--- src/rtl/wei_serializer.sv ---
`default_nettype none
// ============================================================================
// Module   : wei_serializer
// Purpose  : Weight-word serializer. Buffers 16-bit weight words in a small
//            FIFO and shifts each word to the chip over chip_wsclk/chip_wsdi.
//            After WORDS_PER_ROW words it pulses chip_ww to commit the row,
//            then reports the completed row on sta_wei_wr.
// Build option: define WEI_SER_LSB_FIRST_EN to shift bit 0 first. Without it
//            the word goes out MSB first. Timing is the same in both builds.
// Ports    :
//   clk, rst_n      - clock, asynchronous active-low reset
//   loadw_st        - one-cycle session start: flush FIFO and counters, abort
//   data_wei        - 16-bit weight word
//   data_wei_vld    - one-cycle write strobe for data_wei
//   cfg_weight_drv  - chip_ww pulse width minus one, in clk cycles
//   ctrl_force_ww   - debug request for a chip_ww pulse (IDLE, FIFO empty)
//   chip_wsclk      - serial shift clock to the chip
//   chip_wsdi       - serial data to the chip
//   chip_ww         - row write strobe to the chip
//   sta_wei_wr      - one-cycle pulse after each completed row
//   fifo_full       - FIFO holds FIFO_DEPTH words
//   fifo_ovf        - sticky: a word was dropped because the FIFO was full
//   busy            - FSM not idle or FIFO not empty
// Revision : 1.0 - initial release
// ============================================================================
module wei_serializer #(
  parameter int SCLK_HALF     = 2,
  parameter int WORDS_PER_ROW = 4,
  parameter int FIFO_DEPTH    = 4
) (
  input  logic        clk,
  input  logic        rst_n,
  input  logic        loadw_st,
  input  logic [15:0] data_wei,
  input  logic        data_wei_vld,
  input  logic [1:0]  cfg_weight_drv,
  input  logic        ctrl_force_ww,
  output logic        chip_wsclk,
  output logic        chip_wsdi,
  output logic        chip_ww,
  output logic        sta_wei_wr,
  output logic        fifo_full,
  output logic        fifo_ovf,
  output logic        busy
);

  localparam int              c_ptr_w        = $clog2(FIFO_DEPTH);
  localparam logic [c_ptr_w:0] c_depth       = (c_ptr_w + 1)'(FIFO_DEPTH);
  localparam logic [4:0]      c_sclk_half    = 5'(SCLK_HALF);
  localparam logic [4:0]      c_bit_last_ph  = 5'(2 * SCLK_HALF - 1);
  localparam logic [3:0]      c_words_row    = 4'(WORDS_PER_ROW);

  typedef enum logic [2:0] {
    ST_IDLE  = 3'd0,
    ST_LOAD  = 3'd1,
    ST_SHIFT = 3'd2,
    ST_WW    = 3'd3,
    ST_DONE  = 3'd4
  } state_t;

  state_t              r_state;
  state_t              w_next;

  // FIFO storage and bookkeeping
  logic [15:0]         r_mem [FIFO_DEPTH];
  logic [c_ptr_w-1:0]  r_wr_ptr;
  logic [c_ptr_w-1:0]  r_rd_ptr;
  logic [c_ptr_w:0]    r_count;
  logic                r_ovf;

  // Shift datapath
  logic [15:0]         r_shreg;
  logic [3:0]          r_bit_cnt;
  logic [4:0]          r_phase;
  logic [3:0]          r_word_cnt;
  logic [1:0]          r_ww_cnt;
  logic                r_forced;   // current WW was a debug request, not a row

  logic                w_fifo_empty;
  logic                w_fifo_full;
  logic                w_pop;
  logic                w_push;
  logic                w_drop;
  logic                w_ww_enter;
  logic                w_bit_end;
  logic                w_cur_bit;

  assign w_fifo_empty = (r_count == '0);
  assign w_fifo_full  = (r_count == c_depth);
  assign w_bit_end    = (r_phase == c_bit_last_ph);

`ifdef WEI_SER_LSB_FIRST_EN
  assign w_cur_bit = r_shreg[0];
`else
  assign w_cur_bit = r_shreg[15];
`endif

  // A push while full is still accepted when the same cycle pops a word.
  assign w_push = data_wei_vld && !loadw_st && (!w_fifo_full || w_pop);
  assign w_drop = data_wei_vld && !loadw_st && w_fifo_full && !w_pop;

  // --------------------------------------------------------------------------
  // Next-state and output decode
  // --------------------------------------------------------------------------
  always_comb begin
    w_next     = r_state;
    w_pop      = 1'b0;
    w_ww_enter = 1'b0;
    chip_wsclk = 1'b0;
    chip_wsdi  = 1'b0;
    chip_ww    = 1'b0;
    sta_wei_wr = 1'b0;

    case (r_state)
      ST_IDLE: begin
        if (!w_fifo_empty) begin
          w_next = ST_LOAD;
        end else if (ctrl_force_ww) begin
          w_next     = ST_WW;
          w_ww_enter = 1'b1;
        end
      end
      ST_LOAD: begin
        w_pop  = 1'b1;
        w_next = ST_SHIFT;
      end
      ST_SHIFT: begin
        // Clock low for the first half of each bit, high for the second,
        // so data changes only while the clock is low.
        chip_wsclk = (r_phase >= c_sclk_half);
        chip_wsdi  = w_cur_bit;
        if (w_bit_end && (r_bit_cnt == 4'd15)) begin
          if ((r_word_cnt + 4'd1) == c_words_row) begin
            w_next     = ST_WW;
            w_ww_enter = 1'b1;
          end else if (!w_fifo_empty) begin
            w_next = ST_LOAD;
          end else begin
            w_next = ST_IDLE;
          end
        end
      end
      ST_WW: begin
        chip_ww = 1'b1;
        if (r_ww_cnt == 2'd0) begin
          w_next = ST_DONE;
        end
      end
      ST_DONE: begin
        sta_wei_wr = 1'b1;
        w_next     = ST_IDLE;
      end
      default: begin
        w_next = ST_IDLE;
      end
    endcase

    // Session start aborts everything and silences the chip interface.
    if (loadw_st) begin
      w_next     = ST_IDLE;
      w_pop      = 1'b0;
      w_ww_enter = 1'b0;
      chip_wsclk = 1'b0;
      chip_wsdi  = 1'b0;
      chip_ww    = 1'b0;
    end
  end

  // --------------------------------------------------------------------------
  // State register and shift datapath
  // --------------------------------------------------------------------------
  always_ff @(posedge clk or negedge rst_n) begin
    if (!rst_n) begin
      r_state    <= ST_IDLE;
      r_shreg    <= '0;
      r_bit_cnt  <= '0;
      r_phase    <= '0;
      r_word_cnt <= '0;
      r_ww_cnt   <= '0;
      r_forced   <= 1'b0;
    end else begin
      r_state <= w_next;
      if (loadw_st) begin
        r_bit_cnt  <= '0;
        r_phase    <= '0;
        r_word_cnt <= '0;
        r_forced   <= 1'b0;
      end else begin
        if (w_ww_enter) begin
          r_ww_cnt <= cfg_weight_drv;
          r_forced <= (r_state == ST_IDLE);
        end
        case (r_state)
          ST_LOAD: begin
            r_shreg   <= r_mem[r_rd_ptr];
            r_bit_cnt <= '0;
            r_phase   <= '0;
          end
          ST_SHIFT: begin
            if (w_bit_end) begin
              r_phase   <= '0;
              r_bit_cnt <= r_bit_cnt + 4'd1;
`ifdef WEI_SER_LSB_FIRST_EN
              r_shreg   <= {1'b0, r_shreg[15:1]};
`else
              r_shreg   <= {r_shreg[14:0], 1'b0};
`endif
              if (r_bit_cnt == 4'd15) begin
                r_word_cnt <= r_word_cnt + 4'd1;
              end
            end else begin
              r_phase <= r_phase + 5'd1;
            end
          end
          ST_WW: begin
            if (r_ww_cnt != 2'd0) begin
              r_ww_cnt <= r_ww_cnt - 2'd1;
            end
          end
          ST_DONE: begin
            // A debug pulse leaves a partially filled row intact.
            if (!r_forced) begin
              r_word_cnt <= '0;
            end
            r_forced <= 1'b0;
          end
          default: begin
          end
        endcase
      end
    end
  end

  // --------------------------------------------------------------------------
  // FIFO
  // --------------------------------------------------------------------------
  always_ff @(posedge clk) begin
    if (w_push) begin
      r_mem[r_wr_ptr] <= data_wei;
    end
  end

  always_ff @(posedge clk or negedge rst_n) begin
    if (!rst_n) begin
      r_wr_ptr <= '0;
      r_rd_ptr <= '0;
      r_count  <= '0;
      r_ovf    <= 1'b0;
    end else if (loadw_st) begin
      r_wr_ptr <= '0;
      r_rd_ptr <= '0;
      r_count  <= '0;
      r_ovf    <= 1'b0;
    end else begin
      if (w_push) begin
        r_wr_ptr <= r_wr_ptr + c_ptr_w'(1);
      end
      if (w_pop) begin
        r_rd_ptr <= r_rd_ptr + c_ptr_w'(1);
      end
      case ({w_push, w_pop})
        2'b10:   r_count <= r_count + (c_ptr_w + 1)'(1);
        2'b01:   r_count <= r_count - (c_ptr_w + 1)'(1);
        default: r_count <= r_count;
      endcase
      if (w_drop) begin
        r_ovf <= 1'b1;
      end
    end
  end

  assign fifo_full = w_fifo_full;
  assign fifo_ovf  = r_ovf;
  assign busy      = (r_state != ST_IDLE) || !w_fifo_empty;

endmodule
`default_nettype wire

--- config.mk ---
export PLATFORM = sky130hd
export DESIGN_NAME = wei_serializer
export DESIGN_NICKNAME = d
export VERILOG_FILES = /design/src/rtl/wei_serializer.sv
export SDC_FILE = /design/constraint.sdc
export NUM_CORES = 1
export LEC_CHECK = 0
export BUFFER_PORTS_ARGS = -buffer_cell sky130_fd_sc_hd__buf_2
export CAP_MARGIN = 40
export CORE_MARGIN = 2
export CORE_UTILIZATION = 60
export DETAILED_ROUTE_END_ITERATION = 10
export PLACE_DENSITY = 0.84
export RECOVER_POWER = 100
export SETUP_SLACK_MARGIN = 0.2
export SYNTH_ARGS = -nofsm -noshare
export SYNTH_HDL_FRONTEND = slang
export SYNTH_SLANG_ARGS = --single-unit
--- constraint.sdc ---
create_clock -name clk -period 2.6 [get_ports clk]
set_input_delay 0.26 -clock clk [delete_from_list [all_inputs] [get_ports clk]]
set_output_delay 0.26 -clock clk [all_outputs]
set_load 0.005 [all_outputs]
==> impl_metrics.env <==
export IMPL_status="finished clean"
export IMPL_reg2reg_depth=5
export IMPL_area_growth_synth_to_final_pct=10.64
export IMPL_wl_per_cell_um=17.10
export IMPL_vias=2803
export IMPL_combPwrFrac=0.260
export IMPL_die_x_um=92.56
export IMPL_ys_types=47
export IMPL_synth_seq_area_share=0.6371
export IMPL_synth_edff_count=64
export IMPL_antenna_found_initial=0
export IMPL_timing_final_crit_period_ns=2.406
export IMPL_drt_iter0_drc=116
export IMPL_arrival_ns=2.15
export IMPL_grt_max_degree=27
export IMPL_overflow=0
export IMPL_antenna_cells=0
export IMPL_reg2reg_to="r_ww_cnt[0]"
export IMPL_p_per_area_nw_per_um2=856.6
export IMPL_initial_core_util=0.6153
export IMPL_finClkSkew_ns=0.01303
export IMPL_ys_ff_latch=107
export IMPL_switching_share=0.3136
export IMPL_p_clk_frac=0.250
export IMPL_relSlewSlack=0.3310
export IMPL_place_hpwl_um=5311
export IMPL_die_y_um=92.56
export IMPL_synth_cells=337
export IMPL_worstPathRequired_ns=2.34
export IMPL_clk_path_buf_depth=2
export IMPL_tns_ns=0
export IMPL_r2r_start="r_phase[0]"
export IMPL_htree_levels=3
export IMPL_clock_sinks=107
export IMPL_leakagePower_nw=1.940
export IMPL_drive_above_1_share=0.1684
export IMPL_synth_flop_cell="edfxtp_1"
export IMPL_pre_cts_slack_ns=0.1460
export IMPL_finalWirelength_um=8243
export IMPL_maxCapViolCount=0
export IMPL_finalWeightedCongestion=0.8422
export IMPL_tightest_slew_ns=1.004
export IMPL_avgViaCountPerCell=5.815
export IMPL_antenna_left=0
export IMPL_clk_latency_ns=0.38
export IMPL_setup_ws_ns=0.1942
export IMPL_setup_worst_path_end_class="primary output"
export IMPL_final_hold_viol_count=0
export IMPL_hold_depth=1
export IMPL_clk_pin_slew_ns=0.12
export IMPL_intPower_mw=3.061
export IMPL_numCtsBuffers=9
export IMPL_rows=32
export IMPL_avgSynthCellArea_um2=13.96
export IMPL_syn_nets=369
export IMPL_cts_root_buf="clkbuf_8"
export IMPL_hold_start="data_wei[8]"
export IMPL_track_usage=0.2118
export IMPL_crit_fanout=13
export IMPL_r2r_setup_slack_ns=0.21
export IMPL_syn_area_um2=4706
export IMPL_crit_type="reg2out"
export IMPL_cts_tree="done"
export IMPL_vdd_drop_max_mv=0.5501
export IMPL_setup_viol=0
export IMPL_fin_hold_ws_ns=0.1289
export IMPL_ys_async_sr_fraction=0.4019
export IMPL_io_buffer_count=29
export IMPL_hold_class="in2reg"
export IMPL_fin_crit_sh=0.9253
export IMPL_fmax_ghz=0.4157
export IMPL_coreArea_um2=7647
export IMPL_slew_viol_final=0
export IMPL_grt_pass1_vias=2847
export IMPL_drt_pass1_iter_count=5
export IMPL_grt_pass1_wl_um=13850
export IMPL_fin_nets=407
export IMPL_p_seq_frac=0.490
export IMPL_dieArea_um2=8567
export IMPL_rsz0062_at_grt="false"
export IMPL_holdPathEnd="r_mem[1][8]"
export IMPL_yosysWarningCount=0
export IMPL_p_sw_mw=1.399
export IMPL_io_pins=30
export IMPL_start_kind="flip-flop"
export IMPL_crit_start="r_state[2]"
export IMPL_drc=0
[layout make-up]
type / count / area, um2
clock buffer: 9 / 123.9
multi-input combinational: 205 / 1600
timing repair buffer: 45 / 225.2
sequential: 107 / 2998
inverter: 7 / 26.28
fill: 539 / 2441
clock inverter: 7 / 105.1
tap: 102 / 127.6
[power by group through the flow]
stage / Combinational (mW) / Clock [mW] / Sequential (mW)
detailed placement: 1.16 / 0 / 2.21
CTS: 1.18 / 1.13 / 2.18
floorplan: 0.896 / 0 / 2.17
finish: 1.16 / 1.12 / 2.18
global placement: 1.10 / 0 / 2.20
global route: 1.31 / 1.19 / 2.21
[Yosys cell counts, drive strengths merged (3+ instances only)]
cell type | number | area, um2
nor2 | 14 | 52.55
nor4b | 4 | 35.03
dfrtp | 43 | 1076
nor3 | 11 | 55.05
a31oi | 3 | 18.77
buf | 7 | 52.54
edfxtp | 64 | 1922
mux4 | 16 | 360.4
ha | 8 | 100.1
and3 | 3 | 18.77
mux2i | 17 | 170.2
nand2 | 30 | 112.6
o21ai | 32 | 160.2
inv | 7 | 26.28
clkbuf | 11 | 41.29
nor3b | 3 | 22.52
a21oi | 7 | 35.03
xor2 | 5 | 43.79
and2 | 5 | 31.28
nand4 | 3 | 18.77
nand3 | 11 | 55.05
[cells by family after synthesis]
family	count (synthesis)	synth area share
buf+inv	25	0.02552
mux	35	0.1175
flops	107	0.6371
simple gates	100	0.1151
xor+xnor	7	0.01303
fa+ha+maj	9	0.02553
compound gates	54	0.06621
[sequential cells by signal, summed over array words and instances, names as in the netlist]
signal      count
r_bit_cnt       4
r_phase         5
r_word_cnt      4
r_wr_ptr        2
r_mem          64
r_state         3
r_count         3
fifo_ovf        1
r_rd_ptr        2
r_forced        1
r_shreg        16
r_ww_cnt        2
[how the worst max path moves through the flow]
stage	endpoint	cells after the start
finish	chip_wsclk	4
detailed placement	r_ww_cnt[0]	5
global placement	r_ww_cnt[0]	5
CTS	r_ww_cnt[0]	5
floorplan	r_mem[0][0]	5
global route	r_ww_cnt[0]	5
[worst max-delay path: stages, from the launching register on]
cell and delay (ns):
dfrtp_1 0.40, clkbuf_1 0.26, or4b_2 0.82, a21oi_1 0.16
clkbuf_1 0.13
[metrics by stage]
step           power (mW)    util  cell area (um2)  instances
2_1_floorplan       3.069       -             4706        337
3_3_place_gp        3.307  0.6497             4969        460
3_5_place_dp        3.374  0.6538             5000        462
4_1_cts             4.492  0.6873             5256        481
5_1_grt             4.718  0.6808             5206        482
6_report            4.460  0.6808             5206        482
[placed cells by master (no fill, tap or decap), drive strengths merged, types with 4 or more instances in the layout]
cell type	Yosys	routed
mux4	16	16
edfxtp	64	64
nand3	11	11
mux2i	17	17
nor2	14	14
a21oi	7	7
xor2	5	5
dfrtp	43	43
ha	8	8
o21ai	32	32
clkbuf	11	36
nor3	11	11
nand2	30	30
nor4b	4	4
and2	5	5
buf	7	17
inv	7	10
[layer usage]
metal,GRT usage,routed length [um],vias up,share of wire
met1,0.2776,3623,1400,0.44
met3,0.04068,278,12,0.034
met5,0,0,-,0
met4,0.08209,121,0,0.015
li1,-,-,1339,-
met2,0.3540,4219,52,0.51
[what timing repair did]
action | in CTS | in global routing
buffers inserted | 2 | 1
gates resized for setup | 1 | 1
endpoints found under the setup margin | 1 | 1
endpoints found under the hold margin | 17 | 0
hold buffers | 1 | 0
Power figures use the tool's default switching activity.
